`src/rtl/program_loader.sv`:
```
// Loads a length/data/checksum framed byte stream into CPU RAM by driving the
// shared bus, MAR-in and RAM-in strobes while the CPU is held.
//
// state     | meaning
// ----------+--------------------------------------------------------------
// IDLE      | CPU runs, waiting for start
// WAIT_LEN  | expecting the frame length byte
// WAIT_DATA | expecting the next data byte
// MAR       | drive address onto bus, pulse mi
// WR        | drive data byte onto bus, pulse ri, advance address
// WAIT_SUM  | expecting the checksum byte
// DONE      | one-cycle done pulse, CPU released on the next cycle
// ERR       | sticky error, CPU held until start or clr
module program_loader #(
  parameter int ADDR_W = 4,
  parameter int DATA_W = 8
) (
  input  logic              clk,
  input  logic              clr,
  input  logic              start,
  input  logic              s_valid,
  input  logic [DATA_W-1:0] s_data,
  output logic              s_ready,
  output logic [DATA_W-1:0] bus_o,
  output logic              bus_oe,
  output logic              mi,
  output logic              ri,
  output logic              cpu_hold,
  output logic              done,
  output logic              error
);

  typedef enum logic [2:0] {
    S_IDLE,
    S_WAIT_LEN,
    S_WAIT_DATA,
    S_MAR,
    S_WR,
    S_WAIT_SUM,
    S_DONE,
    S_ERR
  } state_t;

  localparam logic [DATA_W:0] MAX_LEN = (DATA_W + 1)'(2 ** ADDR_W);
  localparam logic [ADDR_W:0] ONE     = (ADDR_W + 1)'(1);

  state_t            state_q, state_d;
  logic [ADDR_W:0]   addr_q, addr_d;
  logic [ADDR_W:0]   rem_q, rem_d;
  logic [DATA_W-1:0] sum_q, sum_d;
  logic [DATA_W-1:0] data_q, data_d;
  logic [DATA_W:0]   len_ext;
  logic              accept;

  always_ff @(posedge clk or negedge clr) begin
    if (!clr) begin
      state_q <= S_IDLE;
      addr_q  <= '0;
      rem_q   <= '0;
      sum_q   <= '0;
      data_q  <= '0;
    end else begin
      state_q <= state_d;
      addr_q  <= addr_d;
      rem_q   <= rem_d;
      sum_q   <= sum_d;
      data_q  <= data_d;
    end
  end

  assign s_ready  = (state_q == S_WAIT_LEN) || (state_q == S_WAIT_DATA) ||
                    (state_q == S_WAIT_SUM);
  assign accept   = s_valid && s_ready;
  assign len_ext  = {1'b0, s_data};
  assign mi       = (state_q == S_MAR);
  assign ri       = (state_q == S_WR);
  assign bus_oe   = mi || ri;
  assign cpu_hold = (state_q != S_IDLE);
  assign done     = (state_q == S_DONE);
  assign error    = (state_q == S_ERR);

  // Address is zero-extended onto the bus during MAR; data byte during WR.
  always_comb begin
    bus_o = '0;
    if (state_q == S_MAR) begin
      bus_o[ADDR_W:0] = addr_q;
    end else if (state_q == S_WR) begin
      bus_o = data_q;
    end
  end

  always_comb begin
    state_d = state_q;
    addr_d  = addr_q;
    rem_d   = rem_q;
    sum_d   = sum_q;
    data_d  = data_q;
    case (state_q)
      S_IDLE, S_ERR: begin
        if (start) begin
          state_d = S_WAIT_LEN;
          addr_d  = '0;
          sum_d   = '0;
        end
      end
      S_WAIT_LEN: begin
        if (accept) begin
          if ((s_data == '0) || (len_ext > MAX_LEN)) begin
            state_d = S_ERR;
          end else begin
            rem_d   = s_data[ADDR_W:0];
            state_d = S_WAIT_DATA;
          end
        end
      end
      S_WAIT_DATA: begin
        if (accept) begin
          data_d  = s_data;
          sum_d   = sum_q + s_data;
          state_d = S_MAR;
        end
      end
      S_MAR: state_d = S_WR;
      S_WR: begin
        addr_d  = addr_q + ONE;
        rem_d   = rem_q - ONE;
        state_d = (rem_q == ONE) ? S_WAIT_SUM : S_WAIT_DATA;
      end
      S_WAIT_SUM: begin
        if (accept) begin
          state_d = (s_data == sum_q) ? S_DONE : S_ERR;
        end
      end
      S_DONE:  state_d = S_IDLE;
      default: state_d = S_IDLE;
    endcase
  end

endmodule
```
`config.mk`:
```
export PLATFORM = sky130hd
export DESIGN_NAME = program_loader
export DESIGN_NICKNAME = d
export VERILOG_FILES = /design/src/rtl/program_loader.sv
export SDC_FILE = /design/constraint.sdc
export NUM_CORES = 1
export LEC_CHECK = 0
export ABC_AREA = 1
export BUFFER_PORTS_ARGS = -buffer_cell sky130_fd_sc_hd__buf_2
export CAP_MARGIN = 20
export CORE_MARGIN = 2
export CORE_UTILIZATION = 61
export CTS_BUF_LIST = sky130_fd_sc_hd__clkbuf_16
export DETAILED_ROUTE_END_ITERATION = 8
export MAX_ROUTING_LAYER = met4
export PLACE_DENSITY = 0.84
export SYNTH_ARGS = -nofsm -noshare
export SYNTH_HDL_FRONTEND = slang
export SYNTH_SLANG_ARGS = --single-unit
```
`constraint.sdc`:
```
create_clock -name clk -period 3.1 [get_ports clk]
set_input_delay 0.775 -clock clk [delete_from_list [all_inputs] [get_ports clk]]
set_output_delay 0.775 -clock clk [all_outputs]
set_load 0.05 [all_outputs]
```
Yosys cells after proc, flatten, opt, wreduce, memory -nomap -nowiden
Cells that the tools add are included.
{"block": "word_totals", "register_bits": 29, "input_bits": 12, "output_inout_bits": 15, "wordCells": 59}
{"block": "classes", "addsub": 3, "order_cmp": 1, "n_eq_ne": 14, "mux": 19, "n_reduce_logical": 17}
{"cell": "two-way mux 8 bit", "count": 3}
{"cell": "two-way mux 3 bit", "count": 7}
{"cell": "case mux 3 bit (7 select lines)", "count": 1}
{"cell": "two-way mux 5 bit", "count": 4}
{"cell": "case mux 5 bit (2 select lines)", "count": 2}
{"cell": "case mux 8 bit (2 select lines)", "count": 1}
{"cell": "== test 3 bit (second input constant)", "count": 4}
{"cell": "!= test 2 bit (second input constant)", "count": 5}
{"cell": "adder 8 bit", "count": 1}
{"cell": "== test 8 bit", "count": 1}
{"cell": "greater-than comparator 8 x 5 -> 1 bit (second input constant)", "count": 1}
{"cell": "logical NOT 8 bit", "count": 1}
{"cell": "== test 3 x 2 -> 1 bit (second input constant)", "count": 2}
{"cell": "AND reduction 3 bit", "count": 2}
{"cell": "nonzero test 2 bit", "count": 3}
{"cell": "adder 5 x 1 -> 5 bit (second input constant)", "count": 1}
{"cell": "== test 5 x 1 -> 1 bit (second input constant)", "count": 1}
{"cell": "subtractor 5 x 1 -> 5 bit (second input constant)", "count": 1}
{"cell": "logical OR 1 bit", "count": 4}
{"cell": "AND reduction 2 bit", "count": 2}
{"cell": "AND reduction 4 bit", "count": 1}
{"cell": "== test 3 x 1 -> 1 bit (second input constant)", "count": 1}
{"cell": "logical NOT 3 bit", "count": 1}
{"cell": "nonzero test 3 bit", "count": 1}
{"cell": "other kinds (3)", "count": 3}

Longest topological paths before layout
{"block": "logic_depth", "ltp_word": 6, "ltp_mapped": 10, "depth_no_buf": 10}

Worst setup path before layout
OpenSTA, ideal clock, no wires.
{"block": "synth_timing", "path_type": "register -> output", "startpoint": "register state_q[1]", "endpoint": "output bus_o[0]", "arrival_ps": 2269, "required_time_ps": 2325, "setup_slack_ps": 56, "stages_incl_launch_ff": 5, "n_path_buf": 0, "cell_sequence": "dfrtp_1 nand2_1 nor2_1 inv_1 o22ai_1"}
{"block": "synth_via", "word_cells_on_any_way": 4, "cone_classes": "2 x eq/ne; 2 x mux"}
{"item": "start, declared", "line": "47", "rtl": "state_t state_q, state_d;"}
{"item": "start signal, assigned", "line": "63", "rtl": "state_q <= state_d;"}
{"item": "== test 3 x 2 -> 1 bit"}
{"item": "named net mi", "line": "26", "rtl": "output logic mi,"}
{"item": "two-way mux 5 bit", "line": "85", "rtl": "if (state_q == S_MAR) begin"}
{"item": "end, declared", "line": "24", "rtl": "output logic [DATA_W-1:0] bus_o,"}
The timed path passes the listed nets, and every way through them passes these cells.

Worst setup path after layout
{"block": "layout_timing", "startpoint": "register state_q[0]", "endpoint": "output ri"}
{"block": "layout_via", "elab_chain_len": 1}
{"item": "== test 3 bit", "line": "76", "rtl": "assign ri = (state_q == S_WR);"}
{"item": "end, declared", "line": "27", "rtl": "output logic ri,"}
Every way passes these cells.

==> run_results.csv <==
group,metric,value,unit
run_status,status,"finished clean",
setup_path,reg2reg_from,"state_q[2]$_DFFE_PN0P_",
cts,cts_setup_buffers,0,
logic_synthesis,synthTopCellsByArea,"dfrtp_1, nand2_1, inv_1, ha_1, o21ai_0",
setup_path,cp_cell_sequence,"nor2_2, nand2_2, inv_2, buf_2",
drt,drt-wirelength-per-cell,12.7,um
drt,wl,4.09,mm
floorplan,core_area,0.00300,sq mm
logic_synthesis,synth_largest_area_cell,"dfrtp_1",
floorplan,dieArea,0.00357,sq mm
timing,rsz0062_at_grt,"false",
setup_path,path_class,"reg2out",
grt,antenna_found_initial,0,
power,p_sw_share,46.7,%
min_path,min_from,"sum_q[6]$_DFFE_PN0P_",
logic_synthesis,yosysSeqAreaShare,38.3,%
finish,seqCellArea,726,sq um
timing,worstMarginPinSlew,0.644,ns
cts,ctsResizeCount,0,
timing,hold_viol_final,0,
cts,insertion_delay,0.28,ns
min_path,hold_class,"reg2reg",
setup_path,arrival,1.64,ns
finish,n_fill_cell,254,
setup_path,slowest_stage,"dfrtp_1",
power,pwr-share-seq,27.1,%
logic_synthesis,synthCells,258,
timing,setup_viol,0,
logic_synthesis,syn_area,0.00190,sq mm
timing,fin_crit_sh,77.8,%
logic_synthesis,yosysWarningCount,0,
logic_synthesis,ys_ff_latch,29,
setup_path,critPathMaxFanout,17,
grt,grt-ovfl-total,0,
placement,place_hpwl,2.93,mm
power,switching_power,1.13,mW
setup_path,cp_num_buf_inv,2,
grt,grt_max_degree,30,
flow_run,maxCapViolations,0,
drt,drt_iter0_drc,84,
power,combPwrFrac,50.6,%
cts,hold_buffers,0,
power,vdd.ir_drop.worst,0.596,mV
cts,clkSinkCount,29,
drt,ant_nets,0,
cts,root_buffer,"clkbuf_16",
cts,cts_tree,"built",
cts,cts_buffers,5,
grt,grt_pass1_wl,6.93,mm
finish,postLayoutCoreUtil,73.5,%
setup_path,worst_ep_required_time,2.32,ns
placement,gp_congestion,0.887,
power,internal_power,1.28,mW
finish,multiInputGateArea,995,sq um
timing,worst_slack,0.689,ns
setup_path,critPathMaxStageDelay,0.44,ns
placement,placedInstanceArea,0.00205,sq mm
power,cellLeakagePower,1.21,nW
floorplan,num_rows,20,
setup_path,path_delay_family,"buffers and inverters",
grt,grt_pass1_vias,1588,
drt,dr.pass1.iters,4,
grt,grt_usage,26.8,%
drt,viasPerCell,5.49,
setup_path,start_kind,"flop",
logic_synthesis,avgSynthCellArea,7.35,sq um
placement,dp_slack,0.976,ns
timing,relSlewSlack,57.1,%
power,p_clk_share,22.3,%
floorplan,io-pin-count,27,
finish,design_area,0.00221,sq mm
drt,vias,1762,
timing,holdWs,0.489,ns
drt,drc_errors,0,
timing,finalSetupTns,0,ns
setup_path,setup.worst_path.start,"state_q[0]$_DFFE_PN0P_",
logic_synthesis,yosysUniqueCellTypes,29,
finish,drive_above_1_share,15.3,%
floorplan,chipWidth,59.8,um
power,p_per_area,1090,mW/mm^2
timing,final-max-slew-violation-count,0,
cts,htreeDepth,2,
finish,syn_to_final_growth,16.4,%
logic_synthesis,synthesis.nets,281,
timing,skew,0.00443,ns
finish,n_antenna_cell,0,
floorplan,start_util,63.2,%
finish,nets,310,
cts,clock_path_buffers,2,
timing,fmax,415,MHz
cts,path_clk_slew,0.05,ns
floorplan,die_h,59.8,um
logic_synthesis,yosysTopAreaCellShare,38.3,%
setup_path,setup.worst_path.end_class,"output port",
placement,io_buffers,26,
timing,period_needed,2.41,ns
==> power by group through the flow <==
stage	sequential [mW]	clock, mW	combinational (mW)
3_5_place_dp	0.653	0	1.21
5_1_grt	0.674	0.560	1.37
6_report	0.654	0.537	1.22
3_3_place_gp	0.649	0	1.18
2_1_floorplan	0.630	0	0.985
4_1_cts	0.652	0.539	1.22
==> Yosys cell counts <==
cell type and count:
nand2_1 70, inv_1 39, dfrtp_1 29, o21ai_0 20, nor2_1 19, nand3_1 16
ha_1 10, o21ai_1 7, o22ai_1 7, xnor2_1 5, a21oi_1 4, nand4_1 4
buf_2 3, nor3_1 3, a22o_1 2, a31oi_1 2, inv_2 2, nand2_2 2
nand3_2 2, nor2_2 2, xor2_1 2, a21o_1 1, buf_4 1, fa_1 1
nand2_4 1, nand3b_1 1, nor2_4 1, o21ai_4 1, or2_2 1
==> worst min-delay path, stage by stage (launching register included) <==
cell,delay (ns)
dfrtp_1,0.34
nand2_1,0.06
nand2_1,0.06
==> kinds of logic after synthesis <==
group	count (synthesis)	share of synthesized area [%]
AND/OR/NAND/NOR	122	28.2
buffers and inverters	45	9.30
AO/OA/AOI/OAI	44	13.3
flip-flops	29	38.3
adder cells (fa/ha/maj)	11	7.65
XOR/XNOR	7	3.23
==> path summary, 6_finish.rpt <==
check	endpoint	slack [ns]	cells after the start
worst min register to register	sum_q[6]$_DFFE_PN0P_	0.49	2
max in group asynchronous	sum_q[1]$_DFFE_PN0P_	2.15	1
worst min-delay path	sum_q[6]$_DFFE_PN0P_	0.49	2
min in group asynchronous	addr_q[2]$_DFFE_PN0P_	0.52	1
worst max-delay path	ri	0.69	4
worst max register to register	sum_q[1]$_DFFE_PN0P_	1.45	5
==> sequential cells by signal, summed over array words and instances (netlist names) <==
signal   flops
addr_q       5
data_q       8
rem_q        5
state_q      3
sum_q        8
==> metal layers <==
| metal | GRT usage, % | vias to the layer above | wire length [um] |
|---|---|---|---|
| met1 | 35.0 | 796 | 1850 |
| met3 | 6.93 | 6 | 253 |
| met2 | 39.4 | 61 | 1920 |
| met4 | 11.1 | 0 | 55 |
| li1 | - | 899 | - |
| met5 | - | - | 0 |
==> layout make-up <==
| type | instances | share of cell area (%) |
|---|---|---|
| inverters | 41 | 6.97 |
| clock buffers | 5 | 5.67 |
| flip-flops and latches | 29 | 32.9 |
| repair buffers | 26 | 5.89 |
| clock inverters | 3 | 1.70 |
| well taps | 33 | 1.87 |
| multi-input cells | 184 | 45.0 |
==> through the flow <==
step,power (mW),cells
final,2.41,321
after global routing,2.61,321
after CTS,2.41,321
after detailed placement,1.86,313
after global placement,1.83,313
after floorplan,1.62,258
==> layout by cell type, fill, tap and decap left out, drive strengths merged <==
cell and count:
fa 1, nor3 3, clkbuf 5, buf 26, a21oi 4, ha 10
inv 42, o21ai 28, or2 1, bufinv 1, dfrtp 29, a21o 1
clkinv 1, a22o 2, xnor2 5, nand2 73, nor2 22, nand3b 1
nand3 18, a31oi 2, xor2 2, nand4 4, o22ai 7
(Power assumes the default switching activity.)
